$ cat src/rtl/display_timing_gen_if.sv
// Scan-timing bundle between the timing generator and the pixel pipeline.
// The generator takes the master view, the consumer (block_controller) the slave view.
interface display_timing_gen_if;
  logic       en;
  logic       pix_tick;
  logic [9:0] hCount;
  logic [9:0] vCount;
  logic       hSync;
  logic       vSync;
  logic       bright;
  logic       frame_start;
  logic       move_tick;

  modport master (
    input  en,
    output pix_tick, hCount, vCount, hSync, vSync, bright, frame_start, move_tick
  );

  modport slave (
    output en,
    input  pix_tick, hCount, vCount, hSync, vSync, bright, frame_start, move_tick
  );
endinterface

$ cat src/rtl/display_timing_gen.sv
// Display scan timing generator: pixel clock-enable divider, h/v scan counters,
// registered sync/blanking aligned to the counters, frame and move-rate pulses.
// Everything runs on the system clock; the pixel rate is a clock enable.
module display_timing_gen #(
  parameter int CLK_DIV     = 4,
  parameter int H_TOTAL     = 800,
  parameter int H_SYNC      = 96,
  parameter int H_ACT_BEG   = 144,
  parameter int H_ACT_END   = 784,
  parameter int V_TOTAL     = 525,
  parameter int V_SYNC      = 2,
  parameter int V_ACT_BEG   = 35,
  parameter int V_ACT_END   = 516,
  parameter int MOVE_FRAMES = 4
) (
  input  logic                clk,
  input  logic                rst,
  display_timing_gen_if.master bus
);

  localparam int DW = $clog2(CLK_DIV);
  // A one-frame move rate still needs a 1-bit counter that simply stays at 0.
  localparam int FW = (MOVE_FRAMES > 1) ? $clog2(MOVE_FRAMES) : 1;

  localparam logic [DW-1:0] DIV_LAST = DW'(CLK_DIV - 1);
  localparam logic [FW-1:0] F_LAST   = FW'(MOVE_FRAMES - 1);
  localparam logic [9:0]    H_LAST   = 10'(H_TOTAL - 1);
  localparam logic [9:0]    V_LAST   = 10'(V_TOTAL - 1);
  localparam logic [9:0]    H_SYN    = 10'(H_SYNC);
  localparam logic [9:0]    V_SYN    = 10'(V_SYNC);
  localparam logic [9:0]    H_BEG    = 10'(H_ACT_BEG);
  localparam logic [9:0]    H_END    = 10'(H_ACT_END);
  localparam logic [9:0]    V_BEG    = 10'(V_ACT_BEG);
  localparam logic [9:0]    V_END    = 10'(V_ACT_END);

  logic [DW-1:0] div_q, div_d;
  logic [9:0]    h_q, h_d;
  logic [9:0]    v_q, v_d;
  logic [FW-1:0] frame_cnt_q, frame_cnt_d;
  logic          pix_tick_q, pix_tick_d;
  logic          frame_start_q, frame_start_d;
  logic          move_tick_q, move_tick_d;
  logic          hsync_q, hsync_d;
  logic          vsync_q, vsync_d;
  logic          bright_q, bright_d;

  logic adv;
  logic wrap;

  // Next-state: divider, scan counters, frame counter, and sync/blank decoded
  // from the next counter values so they line up with hCount/vCount.
  always_comb begin
    adv           = bus.en && (div_q == DIV_LAST);
    wrap          = adv && (h_q == H_LAST) && (v_q == V_LAST);
    div_d         = div_q;
    h_d           = h_q;
    v_d           = v_q;
    frame_cnt_d   = frame_cnt_q;
    pix_tick_d    = adv;
    frame_start_d = wrap;
    move_tick_d   = wrap && (frame_cnt_q == F_LAST);

    if (bus.en) begin
      div_d = (div_q == DIV_LAST) ? '0 : div_q + DW'(1);
    end

    if (adv) begin
      if (h_q == H_LAST) begin
        h_d = '0;
        v_d = (v_q == V_LAST) ? '0 : v_q + 10'd1;
      end else begin
        h_d = h_q + 10'd1;
      end
    end

    if (wrap) begin
      frame_cnt_d = (frame_cnt_q == F_LAST) ? '0 : frame_cnt_q + FW'(1);
    end

    // With en low h_d/v_d equal the held counters, so these hold too.
    hsync_d  = !(h_d < H_SYN);
    vsync_d  = !(v_d < V_SYN);
    bright_d = (h_d >= H_BEG) && (h_d < H_END) && (v_d >= V_BEG) && (v_d < V_END);
  end

  // State registers; reset parks the scan at (0,0), inside both sync pulses.
  always_ff @(posedge clk or posedge rst) begin
    if (rst) begin
      div_q         <= '0;
      h_q           <= '0;
      v_q           <= '0;
      frame_cnt_q   <= '0;
      pix_tick_q    <= 1'b0;
      frame_start_q <= 1'b0;
      move_tick_q   <= 1'b0;
      hsync_q       <= 1'b0;
      vsync_q       <= 1'b0;
      bright_q      <= 1'b0;
    end else begin
      div_q         <= div_d;
      h_q           <= h_d;
      v_q           <= v_d;
      frame_cnt_q   <= frame_cnt_d;
      pix_tick_q    <= pix_tick_d;
      frame_start_q <= frame_start_d;
      move_tick_q   <= move_tick_d;
      hsync_q       <= hsync_d;
      vsync_q       <= vsync_d;
      bright_q      <= bright_d;
    end
  end

  assign bus.pix_tick    = pix_tick_q;
  assign bus.hCount      = h_q;
  assign bus.vCount      = v_q;
  assign bus.hSync       = hsync_q;
  assign bus.vSync       = vsync_q;
  assign bus.bright      = bright_q;
  assign bus.frame_start = frame_start_q;
  assign bus.move_tick   = move_tick_q;

endmodule

$ cat src/flat_wrapper.sv
// flat-port wrapper written by rule: the top's interface ports become plain ports
module display_timing_gen_flat 
#(
  parameter int CLK_DIV     = 4,
  parameter int H_TOTAL     = 800,
  parameter int H_SYNC      = 96,
  parameter int H_ACT_BEG   = 144,
  parameter int H_ACT_END   = 784,
  parameter int V_TOTAL     = 525,
  parameter int V_SYNC      = 2,
  parameter int V_ACT_BEG   = 35,
  parameter int V_ACT_END   = 516,
  parameter int MOVE_FRAMES = 4
)
  (clk, rst, bus_en, bus_pix_tick, bus_hCount, bus_vCount, bus_hSync, bus_vSync, bus_bright, bus_frame_start, bus_move_tick);
  display_timing_gen_if bus_i ();
  input  logic clk;
  input  logic rst;
  input wire logic [$bits(bus_i.en)-1:0] bus_en;
  output wire logic [$bits(bus_i.pix_tick)-1:0] bus_pix_tick;
  output wire logic [$bits(bus_i.hCount)-1:0] bus_hCount;
  output wire logic [$bits(bus_i.vCount)-1:0] bus_vCount;
  output wire logic [$bits(bus_i.hSync)-1:0] bus_hSync;
  output wire logic [$bits(bus_i.vSync)-1:0] bus_vSync;
  output wire logic [$bits(bus_i.bright)-1:0] bus_bright;
  output wire logic [$bits(bus_i.frame_start)-1:0] bus_frame_start;
  output wire logic [$bits(bus_i.move_tick)-1:0] bus_move_tick;
  assign bus_i.en = bus_en;
  assign bus_pix_tick = bus_i.pix_tick;
  assign bus_hCount = bus_i.hCount;
  assign bus_vCount = bus_i.vCount;
  assign bus_hSync = bus_i.hSync;
  assign bus_vSync = bus_i.vSync;
  assign bus_bright = bus_i.bright;
  assign bus_frame_start = bus_i.frame_start;
  assign bus_move_tick = bus_i.move_tick;
  display_timing_gen #(.CLK_DIV(CLK_DIV), .H_TOTAL(H_TOTAL), .H_SYNC(H_SYNC), .H_ACT_BEG(H_ACT_BEG), .H_ACT_END(H_ACT_END), .V_TOTAL(V_TOTAL), .V_SYNC(V_SYNC), .V_ACT_BEG(V_ACT_BEG), .V_ACT_END(V_ACT_END), .MOVE_FRAMES(MOVE_FRAMES)) u_core (.clk(clk), .rst(rst), .bus(bus_i));
endmodule
$ cat config.mk
export PLATFORM = sky130hd
export DESIGN_NAME = display_timing_gen_flat
export DESIGN_NICKNAME = d
export VERILOG_FILES = /design/src/rtl/display_timing_gen_if.sv /design/src/rtl/display_timing_gen.sv /design/src/flat_wrapper.sv
export SDC_FILE = /design/constraint.sdc
export NUM_CORES = 1
export LEC_CHECK = 0
export BUFFER_PORTS_ARGS = -buffer_cell sky130_fd_sc_hd__buf_2
export CORE_ASPECT_RATIO = 0.8
export CORE_MARGIN = 3
export CORE_UTILIZATION = 51
export DETAILED_ROUTE_END_ITERATION = 8
export MAX_ROUTING_LAYER = met4
export PLACE_DENSITY = 0.71
export SETUP_SLACK_MARGIN = 0.4
export SKIP_LAST_GASP = 1
export SYNTH_ARGS = -nofsm -noshare
export SYNTH_HDL_FRONTEND = slang
export SYNTH_SLANG_ARGS = --single-unit
$ cat constraint.sdc
create_clock -name clk -period 2.8 [get_ports clk]
set_clock_uncertainty 0.05 [all_clocks]
set_input_delay 0.28 -clock clk [delete_from_list [all_inputs] [get_ports clk]]
set_output_delay 0.28 -clock clk [all_outputs]
set_load 0.02 [all_outputs]
**After elaboration in Yosys (flattened, before gate mapping)**

Index checks and enable logic that the tools add are counted.

- $add $sub $neg: 4
- Magnitude comparators: 6
- Equal/unequal tests: 4
- Muxes and demuxes: 7
- Reduce and logical (&&, ||, !) cells: 9

Operators with widths:

| cell | count |
|---|---|
| 10-bit 2-to-1 mux | 5 |
| 10-bit by 1-bit adder with 10-bit output, second input constant | 2 |
| 10-bit equality test, second input constant | 2 |
| 10-bit less-than comparator, second input constant | 2 |
| 10-bit by 6-bit >= comparator with 1-bit output, second input constant | 1 |
| 10-bit by 8-bit >= comparator with 1-bit output, second input constant | 1 |
| 10-bit by 2-bit less-than comparator with 1-bit output, second input constant | 1 |
| 10-bit by 7-bit less-than comparator with 1-bit output, second input constant | 1 |
| 1-bit logical AND | 7 |
| 2-bit by 1-bit adder with 2-bit output, second input constant | 2 |
| 2-bit equality test, second input constant | 2 |
| 2-bit 2-to-1 mux | 2 |
| 1-bit logical NOT | 2 |

- Bits in registers: 30
- Bits of input ports: 3
- Output and inout port bits: 26
- Logic and storage cells: 40

**Logic depth before layout (Yosys ltp)**

Gate-level depths: netlist of run 1.

- Word-level depth: 7
- Mapped depth: 9
- Depth with buffers taken out: 9

**Worst setup path after synthesis of run 1**

No wires, ideal clock.

- Path kind: register to register
- From: register u_core.h_q[0] (netlist: u_core.bus.hCount[0])
- To: register u_core.bright_q (netlist: u_core.bus.bright)
- Library setup time: 0.126 ns
- Arrival: 2.270 ns
- Required time: 2.624 ns
- Path slack: 0.353 ns
- Stages on the path, launching flop included: 10
- Path buffers: 1
- Period minus slack after synthesis: 2.447 ns
- Path through: dfrtp_1 -> ha_1 -> nand4_1 -> or4_4 -> buf_6 -> nor3_1 -> a21oi_1 -> o21ai_0 -> or2_2 -> a31oi_1

- Word-level cells in the longest chain between the ends: 7
- Elaborated cells on any way between the ends: 13
- Those cells by class: 1 x add/sub; 4 x order compare; 1 x eq/ne; 4 x mux; 3 x reduce/logical

Ends and longest elaborated chain:

| item | RTL line | source |
|---|---|---|
| from (decl) | display_timing_gen.sv:37 | `logic [9:0] h_q, h_d;` |
| from (signal assigned) | display_timing_gen.sv:90 | `h_q <= '0;` |
| from (signal assigned) | display_timing_gen.sv:101 | `h_q <= h_d;` |
| 10-bit by 1-bit adder with 10-bit output / 10-bit equality test (equally long branches) | display_timing_gen.sv:72, display_timing_gen.sv:68 |  |
| 10-bit 2-to-1 mux | display_timing_gen.sv:68 | `if (h_q == H_LAST) begin` |
| 10-bit 2-to-1 mux | display_timing_gen.sv:67 | `if (adv) begin` |
| 10-bit by 8-bit >= comparator with 1-bit output / 10-bit less-than comparator (equally long branches) | display_timing_gen.sv:83 | `bright_d = (h_d >= H_BEG) && (h_d < H_END) && (v_d >= V_BEG) && (v_d < V_END);` |
| 1-bit logical AND (2 in a row) | display_timing_gen.sv:83 |  |
| 1-bit logical AND * | display_timing_gen.sv:83 |  |
| net u_core.bright_d | display_timing_gen.sv:45 | `logic bright_q, bright_d;` |
| to (signal assigned) | display_timing_gen.sv:109 | `bright_q <= bright_d;` |
| to (decl) | display_timing_gen.sv:45 |  |

The timed path passes the listed nets; every way through them passes the cells marked *.
A chain may end at the register's enable or synchronous reset.

**Worst setup path in the final report of run 1**

- From: register u_core.div_q[0]
- To: register u_core.bright_q (netlist: u_core.bus.bright)

- Word-level cells in the longest chain between the ends: 7
- Elaborated cells on any way between the ends: 11
- Those cells by class: 4 x order compare; 1 x eq/ne; 2 x mux; 4 x reduce/logical

Ends and longest elaborated chain:

| item | RTL line | source |
|---|---|---|
| from (decl) | display_timing_gen.sv:36 | `logic [DW-1:0] div_q, div_d;` |
| from (signal assigned) | display_timing_gen.sv:100 | `div_q <= div_d;` |
| 2-bit equality test * | display_timing_gen.sv:53 | `adv = bus.en && (div_q == DIV_LAST);` |
| 1-bit logical AND * | display_timing_gen.sv:53 |  |
| 10-bit 2-to-1 mux * | display_timing_gen.sv:67 |  |
| net u_core.h_d[8] | display_timing_gen.sv:37 |  |
| 10-bit by 8-bit >= comparator with 1-bit output / 10-bit less-than comparator (equally long branches) | display_timing_gen.sv:83 |  |
| 1-bit logical AND * (3 in a row) | display_timing_gen.sv:83 |  |
| net u_core.bright_d | display_timing_gen.sv:45 |  |

Marked as above.

==> impl_metrics.yaml, run 1 <==
finish:
  syn2layout_area_growth_pct: 37.7
  final_util_pct: 77.9
  drive_above_1_share_pct: 42.7
  diodes: 0
  nNetsFinal: 239
pwr:
  power_mw: 1.17
  ir_worst_vdd_mv: 0.307
  leakagePower_nw: 1.15
  powerDensity_nw_per_um2: 513
  sw_frac_of_total_pct: 32.1
  netSwitchingPower_mw: 0.376
  seqPwrFrac_pct: 46.9
  power_frac_clock_pct: 27.3
  power_frac_comb_pct: 25.8
  p_int_mw: 0.796
worst_setup_path:
  critPathArrivalTime_ns: 2.43
  crit_type: "flop to flop"
  end_kind: "flop"
  worstPathMaxFanout: 9
  cp-start-kind: "flop"
  r2r_setup_slack_ns: 0.47
  cp.required_ns: 2.90
drt:
  viasPerCell: 5.76
  drc: 0
  wl_per_cell_um: 15.9
  first_iter_violations: 80
  drtAntennaViolNets: 0
  wl_um: 4300
  num_vias: 1554
  firstDrtPassIters: 4
clocking:
  clock_path_buffers: 2
  htreeDepth: 2
  cts_hold_buf: 0
  cts_tree: "yes"
  insertion_delay_ns: 0.27
  clockRootBuffer: "clkbuf_8"
  clk_pin_slew_ns: 0.06
  cts_made_buffers: 5
  cts.sinks: 30
flow_run:
  drv_cap: 0
timing:
  finalHoldViolCount: 0
  slew_viol_final: 0
  tns_ns: 0
  grt_setup_unrepaired: "true"
  finalSetupViolations: 0
  maxSlewHeadroom_pct: 74.5
  layout_min_cycle_time_ns: 2.33
  hold_slack_ns: 0.0257
  final.period_utilization_pct: 83.2
  clock.fmax_mhz: 429
  worstMarginPinSlew_ns: 0.383
logic_synthesis:
  synth_cell_types: 47
  synth_commonest_cells: "dfrtp_1 (30), nand2_1 (18), inv_1 (15), nor3_1 (9), o21ai_0 (8)"
  synth_cells: 169
  syn_nets: 177
  synth_edf_count: 0
  ys_warn_count: 0
  synth_area_leader_cell: "dfrtp_1"
  ys_ff_latch: 30
  synthTopCellsByArea: "dfrtp_1 (45%), nand2_1 (4.1%), ha_1 (3.8%), xnor2_1 (3.7%), inv_1 (3.4%)"
  synth_ff_type: "dfrtp_1"
  synthesis.area_sq_um: 1660
  postSynth.asyncResetShare_pct: 100
  synth_top_area_share_pct: 45.2
  yosysSeqAreaShare_pct: 45.2
  yosysMostFrequentCell: "dfrtp_1"
  avgSynthCellArea_sq_um: 9.82
die:
  num_rows: 17
  die_h_um: 57.0
  io_pins: 29
  dieArea_sq_um: 3980
  die_width_um: 69.8
  core_sq_um: 2940
  start_util_pct: 56.6
global_route:
  grtUsageTotal_pct: 22.4
  grt_max_degree: 31
  grt_pass1_vias: 1418
  overflow: 0
  antenna_found_initial: 0
  grt_pass1_wl_um: 6910
place:
  hpwlAfterDp_um: 2790
  gp_congestion: 0.966
  portBuffers: 28
hold_path:
  hold_class: "input port to asynchronous set/reset pin"
status:
  status: "finished clean"
worst max-delay path, cell delays in order (launching register included):
cell and delay [ns]:
dfrtp_1 0.41, ha_4 0.19, nand4_4 0.18, or4_4 0.54, or3_1 0.34, a21oi_2 0.19
o41ai_1 0.10, mux2i_1 0.14, a31oi_1 0.06
power groups by stage:
stage / clock network (mW) / registers (mW) / logic [mW]
floorplan: 0 / 0.576 / 0.110
global placement: 0 / 0.539 / 0.204
detailed placement: 0 / 0.551 / 0.219
CTS: 0.329 / 0.546 / 0.231
global route: 0.356 / 0.555 / 0.327
finish: 0.320 / 0.550 / 0.302
flip-flops by register name, indices dropped and copies added (netlist names):
name / cells
u_core.bus.move_tick: 1
u_core.bus.vSync: 1
u_core.bus.frame_start: 1
u_core.bus.bright: 1
u_core.bus.hCount: 10
u_core.bus.vCount: 10
u_core.div_q: 2
u_core.bus.pix_tick: 1
u_core.bus.hSync: 1
u_core.frame_cnt_q: 2
final timing paths:
kind,start,to,cells past startpoint
max,u_core.div_q[0]$_DFFE_PP0P_,u_core.bus.bright$_DFF_PP0_,8
max in group asynchronous,rst,u_core.bus.hCount[5]$_DFF_PP0_,3
min in group clk,bus_en,u_core.div_q[0]$_DFFE_PP0P_,2
min,rst,u_core.bus.pix_tick$_DFF_PP0_,3
max reg2reg,u_core.div_q[0]$_DFFE_PP0P_,u_core.bus.bright$_DFF_PP0_,8
min reg2reg,u_core.frame_cnt_q[1]$_DFFE_PP0P_,u_core.frame_cnt_q[1]$_DFFE_PP0P_,2
final cells by class:
type	count	area (sq um)
Multi-Input combinational cell	122	973
Timing Repair Buffer	57	373
Sequential cell	30	756
Clock buffer	8	80.1
Tap cell	38	47.5
Fill cell	193	649
Inverter	15	56.3
kinds of logic after synthesis:
kind of cell | Yosys count | synth area share (%)
xor gates and xnor gates | 8 | 4.22
AOI/OAI and AO/OA | 33 | 13.5
adders and majority gates | 5 | 3.77
muxes | 5 | 3.32
buffers and inverters | 17 | 4.37
and+or+nand+nor | 71 | 25.6
DFF | 30 | 45.2
cell usage in the layout (no fill, tap or decap), drive strengths merged, types with 2 or more instances in the layout:
master	netlist	routed
mux2	4	4
and2	2	2
or3	3	3
dfrtp	30	30
a311oi	2	2
nand3	6	6
nor4	3	3
or2	2	2
nor2b	2	2
nor2	6	6
ha	5	5
a31oi	3	3
a22o	2	2
clkbuf	0	8
and4b	2	2
nand2	18	18
o31ai	2	2
nor3	10	10
o21ai	8	8
and3	5	5
buf	2	57
a21o	3	3
or4	2	2
a21oi	6	6
nand4	6	6
xnor2	7	7
inv	15	15
per-stage QoR:
step | setup slack, ns | instances | area [sq um]
floorplan | 0.440 | 169 | 1660
global placement | 0.388 | 238 | 1870
detailed placement | 0.233 | 238 | 1870
CTS | 0.406 | 255 | 2080
global route | 0.294 | 270 | 2290
finish | 0.470 | 270 | 2290
per-layer routing:
layer / vias to the layer above / part of all wire (%) / global-route usage, %
met5: - / 0 / -
met2: 61 / 45 / 31.8
met3: 4 / 7.0 / 5.81
met1: 750 / 47 / 31.6
met4: 0 / 0.58 / 6.56
li1: 739 / - / -
timing repair:
action                                  in CTS  in global routing
endpoints found under the setup margin       2                  3
gates cloned                                 0                  0
pin swaps                                    4                 13
resized for setup                           15                 21
setup buffers                                9                 15
Note: power is estimated with default switching activity, not from simulation.
==> run 2, diff against run 1 <==
--- a/config.mk
+++ b/config.mk
@@ -5,13 +5,14 @@
 export SDC_FILE = /design/constraint.sdc
 export NUM_CORES = 1
 export LEC_CHECK = 0
+export ABC_AREA = 1
 export BUFFER_PORTS_ARGS = -buffer_cell sky130_fd_sc_hd__buf_2
 export CORE_ASPECT_RATIO = 0.8
 export CORE_MARGIN = 3
 export CORE_UTILIZATION = 51
 export DETAILED_ROUTE_END_ITERATION = 8
 export MAX_ROUTING_LAYER = met4
-export PLACE_DENSITY = 0.71
+export PLACE_DENSITY = 0.7
 export SETUP_SLACK_MARGIN = 0.4
 export SKIP_LAST_GASP = 1
 export SYNTH_ARGS = -nofsm -noshare
==> constraint.sdc (replaced) <==
create_clock -name clk -period 2.15 [get_ports clk]
set_clock_uncertainty 0.05 [all_clocks]
set_input_delay 0.215 -clock clk [delete_from_list [all_inputs] [get_ports clk]]
set_output_delay 0.215 -clock clk [all_outputs]
set_load 0.02 [all_outputs]
==> run 2 against run 1 <==
Effect of this change:
- non-clock buffer count shrank 11
- utilization shrank 6.7 points
- clock power grew 43%
- clock-buffer cell count shrank 1
- hold slack gained 0.12 ns
- critical endpoint unchanged
- largest power group unchanged
==> impl_metrics.yaml, run 2 <==
status:
  status: "finished clean"
pwr:
  p_int_mw: 1.05
  powerDensity_nw_per_um2: 699
  seqPwrFrac_pct: 44.8
  sw_frac_of_total_pct: 33.0
  power_frac_comb_pct: 26.1
  leakagePower_nw: 1.22
  ir_worst_vdd_mv: 0.424
  power_frac_clock_pct: 29.1
  netSwitchingPower_mw: 0.519
  power_mw: 1.57
finish:
  final_util_pct: 71.2
  diodes: 0
  drive_above_1_share_pct: 35.5
  final_common_cell: "nand2_1"
  nNetsFinal: 280
  syn2layout_area_growth_pct: 30.9
  finalNonFillerCells: 313
  stdcell_area_sq_um: 2240
  mostFrequentLayoutCells: "nand2_1 (54), inv_1 (31), buf_2 (28), dfrtp_1 (28), nor2_1 (18)"
logic_synthesis:
  syn_nets: 228
  ys_warn_count: 0
  synth_edf_count: 0
  synthTopCellsByArea: "dfrtp_1 (44%), nand2_1 (13%), inv_1 (6.8%), nor2_1 (5.5%), nand3_1 (4.7%)"
  synth_top_area_share_pct: 43.8
  ys_ff_latch: 30
  yosysMostFrequentCell: "nand2_1"
  postSynth.asyncResetShare_pct: 100
  yosysSeqAreaShare_pct: 43.8
  synth_cells: 220
  synth_ff_type: "dfrtp_1"
  avgSynthCellArea_sq_um: 7.80
  synth_cell_types: 28
  synthesis.area_sq_um: 1720
  synth_commonest_cells: "nand2_1 (61), inv_1 (31), dfrtp_1 (30), nor2_1 (25), nand3_1 (16)"
  synth_area_leader_cell: "dfrtp_1"
global_route:
  antenna_found_initial: 0
  grt_pass1_vias: 1366
  grtUsageTotal_pct: 20.8
  overflow: 0
  grt_pass1_wl_um: 6450
  grt_max_degree: 31
timing:
  tns_ns: 0
  grt_setup_unrepaired: "true"
  fin_ws_ns: 0.260
  clock.fmax_mhz: 529
  slew_viol_final: 0
  maxSlewHeadroom_pct: 68.0
  finalSetupViolations: 0
  final.period_utilization_pct: 87.9
  hold_slack_ns: 0.143
  finalHoldViolCount: 0
  layout_min_cycle_time_ns: 1.89
  worstMarginPinSlew_ns: 0.477
clocking:
  clockRootBuffer: "clkbuf_8"
  clock_path_buffers: 2
  cts.sinks: 30
  cts_tree: "yes"
  cts_made_buffers: 5
  clk_pin_slew_ns: 0.07
  htreeDepth: 2
  insertion_delay_ns: 0.28
worst_setup_path:
  cp.required_ns: 2.27
  crit_type: "flop to flop"
  worstPathMaxFanout: 6
  critPathArrivalTime_ns: 2.01
  r2r_setup_slack_ns: 0.26
  end_kind: "flop"
  cp-start-kind: "flop"
  reg2regPathDepth: 15
  timing.rr.start: "u_core.bus.hCount[1]$_DFF_PP0_"
  regToRegEndpoint: "u_core.bus.bright$_DFF_PP0_"
hold_path:
  hold_class: "input port to flop"
  min_from: "bus_en"
  whs_endpoint: "u_core.div_q[0]$_DFFE_PP0P_"
  worst_hold_path.num_cells: 2
place:
  placed_area_sq_um: 1930
  place_inst: 288
  gp_congestion: 0.884
  hpwlAfterDp_um: 2660
  place_ws_ns: 0.141
  portBuffers: 28
drt:
  firstDrtPassIters: 4
  wl_um: 3980
  wl_per_cell_um: 12.7
  first_iter_violations: 114
  drc: 0
  viasPerCell: 4.94
  drtAntennaViolNets: 0
  num_vias: 1546
die:
  core_sq_um: 3150
  die_h_um: 57.9
  dieArea_sq_um: 4100
  io_pins: 29
  start_util_pct: 54.4
  die_width_um: 70.8
  num_rows: 18
flow_run:
  drv_cap: 0
## run 2: power by group through the flow
stage / sequential [mW] / combinational (mW) / clock (mW)
3_5_place_dp: 0.720 / 0.332 / 0
3_3_place_gp: 0.717 / 0.325 / 0
6_report: 0.703 / 0.410 / 0.457
5_1_grt: 0.713 / 0.448 / 0.502
4_1_cts: 0.699 / 0.387 / 0.469
2_1_floorplan: 0.766 / 0.189 / 0
## run 2: layout make-up
cell class                 instances  area (sq um)
inverter                          39           149
multi-input combinational        150           920
clock buffer                       7          86.3
sequential                        30           753
timing repair buffer              46           282
fill                             252           908
tap                               40          50.0
clock inverter                     1          5.00
## run 2: worst max path at each step
| stage | start | endpoint | slack [ns] | cells past startpoint |
|---|---|---|---|---|
| floorplan | u_core.bus.hCount[0]$_DFF_PP0_ | u_core.bus.bright$_DFF_PP0_ | 0.29 | 14 |
| global placement | u_core.bus.hCount[1]$_DFF_PP0_ | u_core.bus.bright$_DFF_PP0_ | 0.17 | 14 |
| detailed placement | u_core.bus.hCount[0]$_DFF_PP0_ | u_core.bus.bright$_DFF_PP0_ | 0.14 | 14 |
| CTS | u_core.bus.hCount[0]$_DFF_PP0_ | u_core.bus.bright$_DFF_PP0_ | 0.29 | 15 |
| global route | u_core.bus.hCount[1]$_DFF_PP0_ | u_core.bus.bright$_DFF_PP0_ | 0.14 | 14 |
| finish | u_core.bus.hCount[1]$_DFF_PP0_ | u_core.bus.bright$_DFF_PP0_ | 0.26 | 15 |
## run 2: cell families after synthesis
logic type	share of synthesized area (%)
adders and majority gates	3.65
buffers and inverters	8.83
DFF	43.8
xor gates and xnor gates	1.53
AOI/OAI and AO/OA	5.18
and+or+nand+nor	36.4
muxes	0.656
## run 2: what timing repair did
item / CTS / global route
setup buffers: 9 / 7
hold endpoints to repair: 30 / 0
resized for setup: 14 / 14
pin swaps: 7 / 15
hold buffers: 1 / 0
endpoints found under the setup margin: 4 / 5
## run 2: critical path, stage by stage (launching register included)
cell and delay [ns]:
dfrtp_2 0.39, ha_4 0.15, nand2_4 0.07, nor2_8 0.16, nand3_4 0.12, nor2_8 0.16, buf_6 0.14, nand2_1 0.05
nand2_1 0.07, nand2_2 0.07, nand2_1 0.11, nor2_4 0.04, nand2_1 0.05, nand2_1 0.05, nand2_1 0.05, nor2_1 0.04
## run 2: metal layers
| layer | vias to the layer above | global-route usage, % | part of all wire [%] |
|---|---|---|---|
| met5 | - | - | 0 |
| met4 | 0 | 4.83 | 0.78 |
| met3 | 4 | 5.20 | 5.4 |
| met2 | 43 | 28.9 | 44 |
| met1 | 709 | 30.7 | 50 |
| li1 | 790 | - | - |
==> run 3, diff against run 2 <==
--- a/config.mk
+++ b/config.mk
@@ -10,6 +10,7 @@
 export CORE_ASPECT_RATIO = 0.8
 export CORE_MARGIN = 3
 export CORE_UTILIZATION = 51
+export CTS_BUF_LIST = sky130_fd_sc_hd__clkbuf_8 sky130_fd_sc_hd__clkbuf_16
 export DETAILED_ROUTE_END_ITERATION = 8
 export MAX_ROUTING_LAYER = met4
 export PLACE_DENSITY = 0.7
==> run 3 against run 2 <==
Effect of this change:
- cell count unchanged
- clock power down 0.9%
- final area unchanged
- power down 0.28%
- sequential cell count unchanged
- critical path depth unchanged
==> impl_metrics.yaml, run 3 (synthesis results as in run 2) <==
pwr:
  power_frac_comb_pct: 26.2
  power_frac_clock_pct: 28.9
  ir_worst_vdd_mv: 0.424
  leakagePower_nw: 1.22
  sw_frac_of_total_pct: 33.2
  netSwitchingPower_mw: 0.519
  powerDensity_nw_per_um2: 698
  p_int_mw: 1.05
  seqPwrFrac_pct: 44.9
clocking:
  insertion_delay_ns: 0.28
  clk_pin_slew_ns: 0.07
  cts_tree: "yes"
  htreeDepth: 2
  cts.sinks: 30
  clockRootBuffer: "clkbuf_8"
  cts_made_buffers: 5
  clock_path_buffers: 2
global_route:
  antenna_found_initial: 0
  overflow: 0
  grt_pass1_wl_um: 6450
  grtUsageTotal_pct: 20.8
  grt_pass1_vias: 1366
  grt_max_degree: 31
die:
  start_util_pct: 54.4
  io_pins: 29
  core_sq_um: 3150
  die_width_um: 70.8
  dieArea_sq_um: 4100
  num_rows: 18
  die_h_um: 57.9
place:
  hpwlAfterDp_um: 2660
  portBuffers: 28
  gp_congestion: 0.884
timing:
  grt_setup_unrepaired: "true"
  layout_min_cycle_time_ns: 1.89
  slew_viol_final: 0
  final.period_utilization_pct: 87.9
  worstMarginPinSlew_ns: 0.477
  clock.fmax_mhz: 529
  finalHoldViolCount: 0
  tns_ns: 0
  maxSlewHeadroom_pct: 68.0
  finalSetupViolations: 0
finish:
  final_util_pct: 71.2
  nNetsFinal: 280
  mostFrequentLayoutCells: "nand2_1 (54), inv_1 (32), buf_2 (28), dfrtp_1 (28), nor2_1 (18)"
  diodes: 0
  drive_above_1_share_pct: 35.5
  syn2layout_area_growth_pct: 30.9
  final_common_cell: "nand2_1"
drt:
  viasPerCell: 4.94
  drtAntennaViolNets: 0
  num_vias: 1547
  wl_per_cell_um: 12.7
  firstDrtPassIters: 4
  wl_um: 3970
  drc: 0
  first_iter_violations: 114
hold_path:
  hold_class: "input port to flop"
worst_setup_path:
  worstPathMaxFanout: 6
  cp.required_ns: 2.27
  cp-start-kind: "flop"
  crit_type: "flop to flop"
  critPathArrivalTime_ns: 2.01
  end_kind: "flop"
status:
  status: "finished clean"
flow_run:
  drv_cap: 0
==> run 3: path summary, 6_finish.rpt <==
check / from / end / slack [ns] / cells past startpoint
worst max-delay path: u_core.bus.hCount[1]$_DFF_PP0_ / u_core.bus.bright$_DFF_PP0_ / 0.26 / 15
worst min-delay path: bus_en / u_core.div_q[0]$_DFFE_PP0P_ / 0.14 / 2
worst max register to register: u_core.bus.hCount[1]$_DFF_PP0_ / u_core.bus.bright$_DFF_PP0_ / 0.26 / 15
worst min register to register: u_core.frame_cnt_q[1]$_DFFE_PP0P_ / u_core.frame_cnt_q[1]$_DFFE_PP0P_ / 0.44 / 2
max in group asynchronous: rst / u_core.bus.hCount[0]$_DFF_PP0_ / 1.26 / 4
min in group asynchronous: rst / u_core.bus.pix_tick$_DFF_PP0_ / 0.50 / 4
==> run 3: worst max-delay path: stages (launching register included) <==
cell	delay [ns]
dfrtp_2	0.39
ha_4	0.15
nand2_4	0.07
nor2_8	0.16
nand3_4	0.12
nor2_8	0.16
buf_6	0.14
nand2_1	0.05
nand2_1	0.07
nand2_2	0.07
nand2_1	0.11
nor2_4	0.04
nand2_1	0.05
nand2_1	0.05
nand2_1	0.05
nor2_1	0.04
==> run 3: area by class of cell <==
| cell class | count | area, sq um |
|---|---|---|
| repair buffers | 46 | 282 |
| fillers | 252 | 908 |
| well taps | 40 | 50.0 |
| multi-input cells | 150 | 920 |
| flip-flops and latches | 30 | 753 |
| clock inverters | 2 | 8.76 |
| clock buffers | 6 | 82.6 |
| inverters | 39 | 149 |
==> run 3: per-layer routing <==
metal | global-route usage [%] | routed length, um
met5 | - | 0
met4 | 4.83 | 31
met3 | 5.20 | 216
met2 | 28.9 | 1750
met1 | 30.7 | 1980
==> run 3: power by group through the flow <==
stage / sequential [mW] / clock [mW] / combinational [mW]
after floorplan: 0.766 / 0 / 0.189
after global placement: 0.717 / 0 / 0.325
after detailed placement: 0.720 / 0 / 0.332
after CTS: 0.699 / 0.465 / 0.387
after global routing: 0.713 / 0.497 / 0.448
final: 0.703 / 0.453 / 0.410
==> run 3: per-stage QoR <==
stage / setup WS, ns / total power, mW / cells / cell area, sq um / hold slack (ns)
after floorplan: 0.286 / 0.956 / 220 / 1740 / 0.251
after global placement: 0.168 / 1.04 / 288 / 1930 / 0.258
after detailed placement: 0.141 / 1.05 / 288 / 1930 / 0.266
after CTS: 0.287 / 1.55 / 306 / 2140 / 0.131
after global routing: 0.137 / 1.66 / 313 / 2240 / 0.160
final: 0.259 / 1.57 / 313 / 2240 / 0.143
==> run 3: timing repair <==
item,in CTS,in global routing
resized for setup,14,14
hold buffers,1,0
endpoints found under the hold margin,30,0
pin swaps,7,15
setup endpoints to repair,4,5
setup buffers,9,7
cloned,0,0
